<file path="src/rtl/conv_dma_rd_arb.sv">
// conv_dma_rd_arb: shares one MCIF read channel between the conv dat and wt DMAs (round-robin requests, in-order response steering).
// Define CONV_RD_ARB_WT_PRIO_EN to give wt strict priority whenever both requesters are valid.
module conv_dma_rd_arb #(
    parameter int LEN_W      = 4,
    parameter int REQ_PD_W   = LEN_W + 64,
    parameter int RESP_DW    = 256,
    parameter int MAX_OUTSTD = 8,
    parameter int OUTSTD_W   = 4
) (
    input  logic                clk,
    input  logic                rst,
    input  logic                dat_req_vld,
    output logic                dat_req_rdy,
    input  logic [REQ_PD_W-1:0] dat_req_pd,
    input  logic                wt_req_vld,
    output logic                wt_req_rdy,
    input  logic [REQ_PD_W-1:0] wt_req_pd,
    output logic                mcif_req_vld,
    input  logic                mcif_req_rdy,
    output logic [REQ_PD_W-1:0] mcif_req_pd,
    output logic                mcif_req_id,
    input  logic                mcif_resp_vld,
    output logic                mcif_resp_rdy,
    input  logic [RESP_DW-1:0]  mcif_resp_pd,
    output logic                dat_resp_vld,
    input  logic                dat_resp_rdy,
    output logic                wt_resp_vld,
    input  logic                wt_resp_rdy,
    output logic [RESP_DW-1:0]  resp_pd,
    output logic [OUTSTD_W-1:0] outstd_cnt,
    output logic                idle,
    output logic                err_unexp_resp
);

    localparam int PTR_W = $clog2(MAX_OUTSTD);
    localparam logic [0:0] ARB  = 1'b0;
    localparam logic [0:0] HOLD = 1'b1;
    localparam logic [OUTSTD_W-1:0] CNT_FULL = OUTSTD_W'(MAX_OUTSTD);

    logic [0:0]          state_q, state_d;
    logic                sel_q, sel_d;
    logic                last_grant_q, last_grant_d;
    logic [PTR_W-1:0]    wr_ptr_q, wr_ptr_d;
    logic [PTR_W-1:0]    rd_ptr_q, rd_ptr_d;
    logic [OUTSTD_W-1:0] outstd_cnt_q, outstd_cnt_d;
    logic [LEN_W-1:0]    beat_cnt_q, beat_cnt_d;
    logic                err_q, err_d;

    logic                fifo_id_q  [MAX_OUTSTD];
    logic [LEN_W-1:0]    fifo_len_q [MAX_OUTSTD];

    logic                full;
    logic                pick;
    logic                req_vld;
    logic                accept;
    logic                fifo_empty;
    logic                head_id;
    logic [LEN_W-1:0]    head_len;
    logic                beat;
    logic                pop;

    // Request selection: HOLD pins the owner until MCIF takes the command.
    always_comb begin
        full    = (outstd_cnt_q == CNT_FULL);
        pick    = 1'b0;
        req_vld = 1'b0;
        if (state_q == HOLD) begin
            pick    = sel_q;
            req_vld = sel_q ? wt_req_vld : dat_req_vld;
        end else if (!full) begin
            req_vld = dat_req_vld | wt_req_vld;
            if (dat_req_vld & wt_req_vld) begin
`ifdef CONV_RD_ARB_WT_PRIO_EN
                pick = 1'b1;
`else
                pick = ~last_grant_q;
`endif
            end else begin
                pick = wt_req_vld;
            end
        end
    end

    // NOTE: handshake outputs are forced low while rst is high so nothing is exchanged in the reset cycle.
    assign mcif_req_vld = ~rst & req_vld;
    assign mcif_req_id  = pick;
    assign mcif_req_pd  = pick ? wt_req_pd : dat_req_pd;
    assign accept       = mcif_req_vld & mcif_req_rdy;
    assign dat_req_rdy  = accept & ~pick;
    assign wt_req_rdy   = accept & pick;

    assign fifo_empty    = (outstd_cnt_q == '0);
    assign head_id       = fifo_id_q[rd_ptr_q];
    assign head_len      = fifo_len_q[rd_ptr_q];
    assign dat_resp_vld  = ~rst & ~fifo_empty & mcif_resp_vld & ~head_id;
    assign wt_resp_vld   = ~rst & ~fifo_empty & mcif_resp_vld & head_id;
    assign mcif_resp_rdy = ~rst & ~fifo_empty & (head_id ? wt_resp_rdy : dat_resp_rdy);
    assign resp_pd       = mcif_resp_pd;
    assign beat          = mcif_resp_vld & mcif_resp_rdy;
    assign pop           = beat & (beat_cnt_q == head_len);

    assign outstd_cnt     = outstd_cnt_q;
    assign idle           = (outstd_cnt_q == '0) & ~dat_req_vld & ~wt_req_vld & (state_q == ARB);
    assign err_unexp_resp = err_q;

    always_comb begin
        state_d      = state_q;
        sel_d        = sel_q;
        last_grant_d = last_grant_q;
        wr_ptr_d     = wr_ptr_q;
        rd_ptr_d     = rd_ptr_q;
        outstd_cnt_d = outstd_cnt_q;
        beat_cnt_d   = beat_cnt_q;
        err_d        = err_q;

        case (state_q)
            ARB: begin
                if (req_vld & ~mcif_req_rdy) begin
                    state_d = HOLD;
                    sel_d   = pick;
                end
            end
            default: begin
                if (mcif_req_rdy) state_d = ARB;
            end
        endcase

        if (accept) begin
            last_grant_d = pick;
            wr_ptr_d     = wr_ptr_q + 1'b1;
        end

        if (beat) beat_cnt_d = pop ? '0 : beat_cnt_q + 1'b1;
        if (pop)  rd_ptr_d   = rd_ptr_q + 1'b1;

        case ({accept, pop})
            2'b10:   outstd_cnt_d = outstd_cnt_q + 1'b1;
            2'b01:   outstd_cnt_d = outstd_cnt_q - 1'b1;
            default: outstd_cnt_d = outstd_cnt_q;
        endcase

        if (fifo_empty & mcif_resp_vld) err_d = 1'b1;
    end

    always_ff @(posedge clk) begin
        if (rst) begin
            state_q      <= ARB;
            sel_q        <= 1'b0;
            last_grant_q <= 1'b1;
            wr_ptr_q     <= '0;
            rd_ptr_q     <= '0;
            outstd_cnt_q <= '0;
            beat_cnt_q   <= '0;
            err_q        <= 1'b0;
        end else begin
            state_q      <= state_d;
            sel_q        <= sel_d;
            last_grant_q <= last_grant_d;
            wr_ptr_q     <= wr_ptr_d;
            rd_ptr_q     <= rd_ptr_d;
            outstd_cnt_q <= outstd_cnt_d;
            beat_cnt_q   <= beat_cnt_d;
            err_q        <= err_d;
        end
    end

    // NOTE: tracking storage is not reset; outstd_cnt_q alone decides which entries are live, so stale contents are never seen.
    always_ff @(posedge clk) begin
        if (accept) begin
            fifo_id_q[wr_ptr_q]  <= pick;
            fifo_len_q[wr_ptr_q] <= mcif_req_pd[REQ_PD_W-1 -: LEN_W];
        end
    end

endmodule
</file>
<file path="config.mk">
export PLATFORM = sky130hd
export DESIGN_NAME = conv_dma_rd_arb
export DESIGN_NICKNAME = d
export VERILOG_FILES = /design/src/rtl/conv_dma_rd_arb.sv
export SDC_FILE = /design/constraint.sdc
export NUM_CORES = 1
export LEC_CHECK = 0
export CORE_AREA = 2 2 286 288
export DETAILED_ROUTE_END_ITERATION = 8
export DIE_AREA = 0 0 288 290
export HOLD_SLACK_MARGIN = 0.15
export PLACE_DENSITY_LB_ADDON = 0.15
export SYNTH_ARGS = -nofsm -noshare
export SYNTH_HDL_FRONTEND = slang
export SYNTH_SLANG_ARGS = --single-unit
</file>
<file path="constraint.sdc">
create_clock -name clk -period 7.7 [get_ports clk]
set_input_delay 1.54 -clock clk [delete_from_list [all_inputs] [get_ports clk]]
set_output_delay 1.54 -clock clk [all_outputs]
set_load 0.01 [all_outputs]
</file>
[Yosys cells after proc, flatten, opt, wreduce, memory -nomap -nowiden]
Memory sizes are Yosys's and may differ from the RTL's. A register that Yosys moved wholly into a read port is not among the register bits.
Cells that the tools add are included.
Widths: inputs -> output; s select.
Storage, ports and cells
  flip-flop bits (word level): 18
  memory bits (writable): 40
  bits of input ports: 400
  output and inout bits: 337
  memories: 2
Operators by class
  $add $sub $neg: 5
  equal/unequal tests: 4
  multiplexer cells: 19
  bitwise operators: 27
  reductions and logical operators: 3
Memories
  fifo_len_q: words 8, width 4, read ports 1, clocked after Yosys merged registers in 1, wr ports 1, RTL line 50  | logic [LEN_W-1:0] fifo_len_q [MAX_OUTSTD];
  fifo_id_q: words 8, width 1, read ports 1, clocked after Yosys merged registers in 1, wr ports 1, RTL line 49  | logic fifo_id_q [MAX_OUTSTD];
Operators with widths (number)
  $mux 68: 1
  $and 1x1->1: 17
  $mux 1: 12
  $mux 3: 4
  $not 1->1: 9
  $add 4x1->4 const B: 2
  $pmux 4 s2: 1
  $add 3x1->3 const B: 2
  $eq 4x4->1: 1
  $eq 4x4->1 const B: 1
  $logic_not 4->1: 1
  $mux 4: 1
  $sub 4x1->4 const B: 1
  $eq 2x1->1 const B: 1
  $eq 2x2->1 const B: 1
  $reduce_and 2->1: 1
  $reduce_bool 2->1: 1
  $or 1x1->1: 1

[Depth between registers and ports, before layout]
  depth in word-level cells: 8
  depth in mapped cells: 14

[Least setup slack after synthesis]
OpenSTA, ideal clock, no wires.
  path kind: input to output
  from: input port dat_req_vld
  to: output port mcif_req_pd[64]
  arrival time: 3183 ps
  path slack: 2977 ps
  cell stages on the path: 5
  path buffers: 1
  path through: nand2_1 -> nand2_1 -> o31ai_1 -> clkbuf_1 -> mux2_2
Between the ends
  cells in the longest elaborated chain, start to end: 5
RTL lines
  from (decl): RTL line 12  | input logic dat_req_vld,
  $and 1x1->1: RTL line 72  | if (dat_req_vld & wt_req_vld) begin
  $mux 1: RTL line 72
  $mux 1: RTL line 70  | end else if (!full) begin
  $mux 1: RTL line 67  | if (state_q == HOLD) begin
  via mcif_req_id: RTL line 21  | output logic mcif_req_id,
  $mux 68: RTL line 87  | assign mcif_req_pd = pick ? wt_req_pd : dat_req_pd;
  to (decl): RTL line 20  | output logic [REQ_PD_W-1:0] mcif_req_pd,
The timed path passes the listed nets, and every way through them passes these cells.

[Final worst setup path]
  from: input port dat_req_vld
  to: output port mcif_req_pd[12]
Between the ends
  cells in the longest elaborated chain, start to end: 5
RTL lines (RTL line)
  $and 1x1->1: 72
  $mux 1: 72
  $mux 1: 70
  $mux 1: 67
  $mux 68: 87
Every way passes these cells.

==> results.toml <==
[min_path]
whs_path_depth = 2
min_from = "err_unexp_resp$_SDFFE_PP0P_"
hold_class = "reg2reg"

[detailed_routing]
wl_um = 35930
drtIter0Drc = 88
dr.pass1.iters = 4
drc = 0
wire_per_inst_um = 22.63
vias_per_cell = 2.338
num_vias = 3712
ant_nets = 0

[global_routing]
busiest_layer = "met2"
grt_use_met2_pct = 10.06
grt_pass1_vias = 3931
grt_max_degree = 80
antenna_found_initial = 35
grt_pass1_wl_um = 44190
grt-ovfl-total = 0
use_met3_pct = 8.035
met1_usage_pct = 9.575
track_usage_pct = 8.314

[cells_and_area]
area_growth_pct = 36.89
final_util_pct = 9.250
design_area_um2 = 7415
multi_input_area_um2 = 1814
layout_commonest_cell = "clkdlybuf4s50_1"
fill_cells = 9349
drive_gt1_share_pct = 19.69
register_area_um2 = 1622
layout_common_cells = "224 x clkdlybuf4s50_1, 68 x mux2_2, 40 x edfxtp_1"
nets = 914

[critical_path]
critical_path_peak_fanout = 79
reg2reg_to = "outstd_cnt[2]$_SDFFE_PP0P_"
path_class = "in2out"
crit_path_start = "dat_req_vld"
ff2ff_path_depth = 12
critPathRequiredTime_ns = 6.16
crit_end = "mcif_req_pd[12]"
crit_path_end_kind = "primary output"
worst-r2r-setup-slack_ns = 3.75
crit_arrival_ns = 3.92
crit_path_start_kind = "input pin"

[clock_network]
cts_sinks = 61
cts_buffers = 9
clockBufferDepth = 2
post-cts-setup-buffers = 0
cts.clk_slew.worst_paths_ns = 0.06
cts_hold_buf = 0
clockRootBuffer = "clkbuf_16"
htree_levels = 3
clk_latency_ns = 0.34
cts_tree = "yes"
post_cts_resized = 0

[sta]
relSlewSlack_pct = 27.82
setup_tns_ns = 0
slew_violations = 0
worst_pin_slew_ns = 1.080
min_period_ns = 5.459
finalClockSkew_ns = 0.008608
hold_violations = 0
clock.fmax_ghz = 0.1832
rsz0062_at_grt = "no"
period_share_pct = 70.89
setup_viol = 0

[yosys]
netlist_area_um2 = 5416
synth.distinct_cells = 44
synth_area_leaders = "buf_4 35%, edfxtp_1 22%, mux2_2 14%"
yosys_warnings = 0
syn_inst = 537
yosys.area.top_type_share_pct = 35.48
synthArstFlopShare_pct = 0
synth_nets = 943
synth-seq-cells = 61
synth_edf_count = 40
synth_top_area_cell = "buf_4"
ys_seq_area_share_pct = 29.94
synth_ff_type = "edfxtp_1"
syn_area_per_cell_um2 = 10.09

[run_status]
status = "completed"

[pwr]
power_frac_seq_pct = 34.7
ir_drop_mv = 0.09064
p_int_mw = 0.7776
p_sw_mw = 0.2739
combPwrFrac_pct = 26.1
power.total_mw = 1.052
power.share.switching_pct = 26.05
power.leakage_nw = 2.175
pwr_density_cell_nw_per_um2 = 141.8
p_clk_share_pct = 39.2

[floorplan]
row_count = 104
fp.dieH_um = 290
io_pins = 737
start_util_pct = 6.757
die-area_um2 = 83520
core_area_um2 = 80160
die_x_um = 288

[place]
routabilityCongestion = 0.6899
hpwl_um = 31410
place_area_um2 = 7077
portBuffers = 224

[run]
max-cap-violations = 0
## kinds of logic (layout without fill, tap and decap cells)
family | after synthesis | in the layout | share of synthesized area [%]
other | 0 | 15 | 0
AO/OA/AOI/OAI | 21 | 21 | 2.333
multiplexers | 96 | 96 | 20.54
AND/OR/NAND/NOR | 70 | 70 | 6.907
adder cells (fa/ha/maj) | 6 | 6 | 1.386
flip-flops | 61 | 61 | 29.94
XOR/XNOR | 10 | 10 | 1.617
buffers and inverters | 273 | 249 | 37.28
## per-stage QoR
stage               setup WS [ns]  std cells  hold WS (ns)
global placement            2.198       1557        0.4694
detailed placement          2.208       1557        0.4747
finish                      2.241       1588        0.4768
CTS                         2.201       1573        0.4887
floorplan                   2.977        537        0.4701
global route                2.140       1573        0.5225
## Yosys cell counts (2+ instances only)
master    number
dfxtp_1       21
buf_1          2
nor3b_1        2
buf_6          2
nor4b_1        3
nor2b_1        2
nand4b_1       2
mux4_2         4
edfxtp_1      40
or3_1          3
nor2_1        20
xor2_1         9
ha_1           6
o21ai_0        2
buf_4        256
a31oi_1        2
a21oi_1        9
nand3_1        5
and3b_1        2
nand3b_1       2
inv_1          2
mux2i_1       23
nor4bb_1       2
clkbuf_1       8
buf_2          2
nand2_1       15
mux2_2        68
o21ai_1        2
nor3_1         5
nor4_1         2
## state kept, by name, summed over array words and instances, names as in the netlist, named ones only
name / count
wr_ptr_q: 3
fifo_len_q: 32
state_q: 1
fifo_id_q: 8
beat_cnt_q: 4
err_unexp_resp: 1
sel_q: 1
rd_ptr_q: 3
last_grant_q: 1
outstd_cnt: 4
## worst min-delay path by stage
stage,to,slack (ns)
4_1_cts,err_unexp_resp$_SDFFE_PP0P_,0.49
5_1_grt,err_unexp_resp$_SDFFE_PP0P_,0.52
6_report,err_unexp_resp$_SDFFE_PP0P_,0.48
3_5_place_dp,err_unexp_resp$_SDFFE_PP0P_,0.47
3_3_place_gp,err_unexp_resp$_SDFFE_PP0P_,0.47
2_1_floorplan,last_grant_q$_SDFFE_PP1P_,0.47
## worst max-delay path: stages
cell             delay, ns
clkdlybuf4s50_1       0.46
nand2_1               0.11
nand2_1               0.09
o31ai_4               0.22
buf_12                0.30
mux2_2                0.40
clkdlybuf4s50_1       0.52
## power by group through the flow
stage / Sequential (mW) / Combinational [mW] / Clock, mW
after floorplan: 0.369 / 0.231 / 0
after global placement: 0.372 / 0.286 / 0
after detailed placement: 0.372 / 0.282 / 0
after CTS: 0.365 / 0.284 / 0.427
after global routing: 0.366 / 0.296 / 0.439
final: 0.365 / 0.275 / 0.412
## layout make-up
class	count	share of cell area [%]
antenna	15	0.5062
clock buffer	9	3.037
clock inverter	7	1.012
inverter	2	0.1012
multi-input combinational	203	24.47
sequential	61	21.87
tap	1060	17.89
timing repair buffer	231	31.12
## metal layers
layer / wire, um / vias to the layer above
li1: - / 1545
met1: 13510 / 1633
met2: 12660 / 403
met3: 8139 / 105
met4: 1462 / 26
met5: 168 / -
Note: power is estimated with default switching activity, not from simulation.
